$ cat src/rtl/timer_ctrl_pkg.sv
// Shared types and defaults for the timer_ctrl block.
package timer_ctrl_pkg;

  localparam int unsigned TIMER_CTRL_WIDTH = 4;
  localparam int unsigned PERIODS_W        = 4;
  localparam int unsigned PRESC_W          = 8;

  typedef enum logic {
    IDLE = 1'b0,
    RUN  = 1'b1
  } state_t;

endpackage

$ cat src/rtl/timer_ctrl_counter_core.sv
// WIDTH-bit up-counter register with synchronous clear and count enable.
module counter_core #(
  parameter int unsigned WIDTH = 4
) (
  input  logic             clk,
  input  logic             rstn,
  input  logic             clr,
  input  logic             en,
  output logic [WIDTH-1:0] q
);

  always_ff @(posedge clk) begin
    if (!rstn || clr) begin
      q <= '0;
    end else if (en) begin
      q <= q + WIDTH'(1);
    end
  end

endmodule

$ cat src/rtl/timer_ctrl.sv
// One-shot / periodic terminal-count timer with IDLE/RUN control FSM.
// Optional prescaler enabled by defining TIMER_CTRL_PRESCALE_EN.
module timer_ctrl
  import timer_ctrl_pkg::*;
#(
  parameter int unsigned WIDTH    = TIMER_CTRL_WIDTH
`ifdef TIMER_CTRL_PRESCALE_EN
  ,
  parameter int unsigned PRESCALE = 2
`endif
) (
  input  logic                 clk,
  input  logic                 rstn,
  input  logic                 start,
  input  logic                 stop,
  input  logic                 mode,
  input  logic [WIDTH-1:0]     tc,
  output logic                 busy,
  output logic                 done,
  output logic [WIDTH-1:0]     count,
  output logic [PERIODS_W-1:0] periods
);

  state_t               state, state_nxt;
  logic                 done_nxt;
  logic [PERIODS_W-1:0] periods_nxt;
  logic [WIDTH-1:0]     tc_q, tc_nxt;
  logic                 mode_q, mode_nxt;
  logic                 count_clr, count_en;
  logic                 step;

`ifdef TIMER_CTRL_PRESCALE_EN
  logic [PRESC_W-1:0]   presc, presc_nxt;

  assign step = (presc == PRESC_W'(PRESCALE - 1));
`else
  assign step = 1'b1;
`endif

  counter_core #(.WIDTH(WIDTH)) u_core (
    .clk  (clk),
    .rstn (rstn),
    .clr  (count_clr),
    .en   (count_en),
    .q    (count)
  );

  // State and registered outputs
  always_ff @(posedge clk) begin
    if (!rstn) begin
      state   <= IDLE;
      busy    <= 1'b0;
      done    <= 1'b0;
      periods <= '0;
      tc_q    <= '0;
      mode_q  <= 1'b0;
`ifdef TIMER_CTRL_PRESCALE_EN
      presc   <= '0;
`endif
    end else begin
      state   <= state_nxt;
      busy    <= (state_nxt == RUN);
      done    <= done_nxt;
      periods <= periods_nxt;
      tc_q    <= tc_nxt;
      mode_q  <= mode_nxt;
`ifdef TIMER_CTRL_PRESCALE_EN
      presc   <= presc_nxt;
`endif
    end
  end

  // Next-state and counter control
  always_comb begin
    state_nxt   = state;
    done_nxt    = 1'b0;
    periods_nxt = periods;
    tc_nxt      = tc_q;
    mode_nxt    = mode_q;
    count_clr   = 1'b0;
    count_en    = 1'b0;
`ifdef TIMER_CTRL_PRESCALE_EN
    presc_nxt   = presc;
`endif
    case (state)
      IDLE: begin
        count_clr = 1'b1;
        if (start && !stop) begin
          state_nxt   = RUN;
          tc_nxt      = tc;
          mode_nxt    = mode;
          periods_nxt = '0;
`ifdef TIMER_CTRL_PRESCALE_EN
          presc_nxt   = '0;
`endif
        end
      end
      RUN: begin
        // stop wins over a coincident terminal count
        if (stop) begin
          state_nxt = IDLE;
          count_clr = 1'b1;
`ifdef TIMER_CTRL_PRESCALE_EN
          presc_nxt = '0;
`endif
        end else begin
`ifdef TIMER_CTRL_PRESCALE_EN
          presc_nxt = step ? '0 : presc + PRESC_W'(1);
`endif
          if (step) begin
            if (count == tc_q) begin
              done_nxt  = 1'b1;
              count_clr = 1'b1;
              if (!mode_q) begin
                state_nxt = IDLE;
              end else if (periods != {PERIODS_W{1'b1}}) begin
                periods_nxt = periods + PERIODS_W'(1);
              end
            end else begin
              count_en = 1'b1;
            end
          end
        end
      end
      default: begin
        state_nxt = IDLE;
        count_clr = 1'b1;
      end
    endcase
  end

endmodule

$ cat config.mk
export PLATFORM = sky130hd
export DESIGN_NAME = timer_ctrl
export DESIGN_NICKNAME = d
export VERILOG_FILES = /design/src/rtl/timer_ctrl_pkg.sv /design/src/rtl/timer_ctrl_counter_core.sv /design/src/rtl/timer_ctrl.sv
export SDC_FILE = /design/constraint.sdc
export NUM_CORES = 1
export LEC_CHECK = 0
export CORE_MARGIN = 8
export CORE_UTILIZATION = 46
export DETAILED_ROUTE_END_ITERATION = 8
export PLACE_DENSITY = 0.8
export SLEW_MARGIN = 20
export SYNTH_ARGS = -nofsm -noshare
export SYNTH_HDL_FRONTEND = slang
export SYNTH_HIERARCHICAL = 1
export SYNTH_SLANG_ARGS = --single-unit
$ cat constraint.sdc
create_clock -name clk -period 1.6 [get_ports clk]
set_input_delay 0.16 -clock clk [delete_from_list [all_inputs] [get_ports clk]]
set_output_delay 0.16 -clock clk [all_outputs]
set_load 0.02 [all_outputs]
==> key figures <==
Synthesis
  • Post-Synthesis Cell Area: 742 um^2
  • Prevailing post-synth register cell: dfxtp_1
  • Sequential element share of the synthesized area: about two fifths
  • Mapped Nets: 89
  • Synth Area per Inst: 9.51 um^2
  • Syn. warnings: 6
  • Synth async-reset ratio: 0%
  • Library cells used by synthesis: 30
  • Number of synthesized register bits: 15
  • Post-synth EDFFs: 0
  • Mapped Cells: 78

Drt
  • DR vias/cell: 5.49
  • Pre-antenna DRT Iters: 4
  • DR WL met3: ~100 um
  • Uppermost layer routed: met4
  • Met1 WL: 762 um
  • Routed WL per cell: 14.8 um
  • Via Count: 697
  • WL final: 1880 um
  • Final ANT Viol Nets: 0
  • Met2 wire length: between 900 and 1000 um
  • Iter 0 DRT Violations: 2
  • DRC viols: 0

Placement
  • Hpwl dp: roughly 1300 um
  • Global placement routability congestion: just over 0.8
  • Port-buffer cells: 18
  • Total placed cells including tap cells: 121

Setup path
  • Critical Path Source Type: flip-flop
  • WS Path Type: reg -> out
  • Critical Path End Type: primary output
  • Critical path's slowest cell: clkdlybuf4s50_1
  • Worst-path cell chain: buf_4 -> clkdlybuf4s50_1
  • Reg2Reg Launch Point: state
  • CP peak stage delay: around 0.60 ns
  • Critical Path Fanout Max: 4
  • Required time of the critical path: 1.44 ns
  • Worst Path Arrival: between 1 and 1.5 ns
  • Crit. Startpoint: periods[0]

Clock tree
  • Clock latency on the worst-skew pair: approximately 0.29 ns
  • H-Tree Depth: 1
  • Clock-pin slew on the worst setup and hold paths: approximately 0.090 ns
  • Clock root cell: clkbuf_4
  • Total clock sinks: 15
  • CTS tree: yes
  • Cts bufs inserted: 3
  • Maximum clock insertion buffer count: 2

Flow run
  • Max cap viols: 0

Die
  • Area of the core: 1510 um^2
  • Die X-Extent: ~56 um
  • # rows: 14
  • Initial Utilization: 49.3%
  • I/O Pins: 19
  • Chip Height: 56.2 um
  • Die ar.: 3150 um^2

Cells and area
  • Register Area: 305 um^2
  • Fill cell count: 105
  • Multi-input gate area: 490 um^2
  • Layout cells sized above 1: 29.7%
  • Layout net count: 123
  • Synth-to-Final Area Change: 50.6%
  • Non-Filler Instances: about 130
  • Diode count: 0

Power
  • Overall Power: approximately 0.7 mW
  • Pleak: 0.415 nW
  • Power Dens Cells: 636 nW/um^2
  • Peak supply drop: 0.521 mV

Timing
  • Final worst path period share: 96.7%
  • Tightest Pin Transition: just under 0.3 ns
  • Endpoints failing setup: 0
  • Final hold violation count: 0
  • Fmax: ~650 MHz
  • Crit path time final: 1.55 ns
  • Final Slew Violations: 0
  • Clock Skew: about 0.0015 ns
  • Slew HR: 80.0%

Global route
  • First-pass GRT wire length: 2880 um
  • Vias in the first global route: between 700 and 800
  • Global Route Usage Sum: 11.1%
  • Initial antenna violation count: 0
  • Gr ovfl total: 0
  • Pin count of the biggest net entering global routing: 11

Run status
  • Status: finished clean

Hold path
  • HP Class: in -> reg
  • Hold Startpoint: mode
## registers in the layout, summed over array words and instances (netlist names)
| register | flops |
|---|---|
| tc_q | 4 |
| done | 1 |
| u_core/q | 4 |
| mode_q | 1 |
| periods | 4 |
| state | 1 |
## metal layers
metal	vias up	global-route usage [%]
li1	351	-
met1	317	11.3
met2	22	18.4
met3	7	3.65
met4	0	8.25
met5	-	0
## per-stage QoR
stage                     utilization, %  worst slack, ns  hold WS, ns  TNS (ns)  cell area (um^2)
final                               74.2           0.0534        0.405         0              1120
after global routing                74.2          -0.0141        0.415   -0.0265              1120
after CTS                           69.3          0.00483        0.401         0              1040
after detailed placement            67.3           -0.174        0.473    -0.628              1010
after global placement              67.3          -0.0977        0.465    -0.298              1010
after floorplan                        -           0.0178        0.296         0               742
## report_power, final
| part | internal, mW | total (mW) | leakage, nW | switching [mW] |
|---|---|---|---|---|
| combinational | 0.0536 | 0.0946 | 0.274 | 0.0410 |
| clock | 0.0932 | 0.225 | 0.0177 | 0.132 |
| sequential | 0.381 | 0.391 | 0.123 | 0.00978 |
## area by class of cell
class                   count  share of cell area [%]
multi-input cells          60                    43.9
clock inverters             1                   0.448
well taps                  16                    1.79
inverters                   3                    1.01
flip-flops and latches     15                    27.3
repair buffers             29                    23.5
clock buffers               3                    2.02
## layout by cell type (no fill, tap or decap), types with 2 or more instances in the layout
master           instances
clkdlybuf4s50_1         15
nand2_1                 11
dfxtp_1                 11
buf_4                   11
a21oi_1                 10
dfxtp_2                  4
xnor2_4                  3
o211ai_1                 3
clkbuf_4                 3
inv_1                    2
or3_2                    2
or4_1                    2
nand3_1                  2
ha_1                     2
dlygate4sd2_1            2
nand3b_1                 2
mux2i_1                  2
nor2_1                   2
## path summary, 6_finish.rpt
kind,cells after the start,endpoint,slack (ns)
worst max-delay path,2,periods[0],0.05
worst min-delay path,3,mode_q,0.41
worst max register to register,6,u_core/q[3],0.06
worst min register to register,2,mode_q,0.52
## worst max-delay path: cells and delay by family, from the launching register on
family | cells | cell delay, ns
buffers and inverters | 2 | 0.74
flip-flops | 1 | 0.36
## cells by family after synthesis
kind of cell	synth area share [%]
xor gates and xnor gates	9.95
muxes	2.70
AOI/OAI and AO/OA	13.8
adders and majority gates	3.37
and+or+nand+nor	27.7
DFF	40.5
buffers and inverters	2.02
## synthesized netlist by cell type, types with 2 or more instances
| cell | n | area, um^2 |
|---|---|---|
| mux2i_1 | 2 | 20.0 |
| nand3b_1 | 2 | 15.0 |
| or3_2 | 2 | 15.0 |
| ha_1 | 2 | 25.0 |
| nand2_1 | 11 | 41.3 |
| xnor2_2 | 4 | 65.1 |
| nand3_1 | 4 | 20.0 |
| o211ai_1 | 3 | 22.5 |
| or4_1 | 2 | 15.0 |
| a21oi_1 | 10 | 50.1 |
| inv_1 | 2 | 7.51 |
| dfxtp_1 | 15 | 300 |
| nor2_1 | 2 | 7.51 |
## repair_timing
action                     in CTS  in global routing
gates cloned                    0                  1
pin swaps                       0                  5
resized for setup               3                 10
buffers inserted                0                  1
hold buffers                    0                  0
setup endpoints to repair       3                  3
No activity file was read; power rests on OpenSTA's default activity.
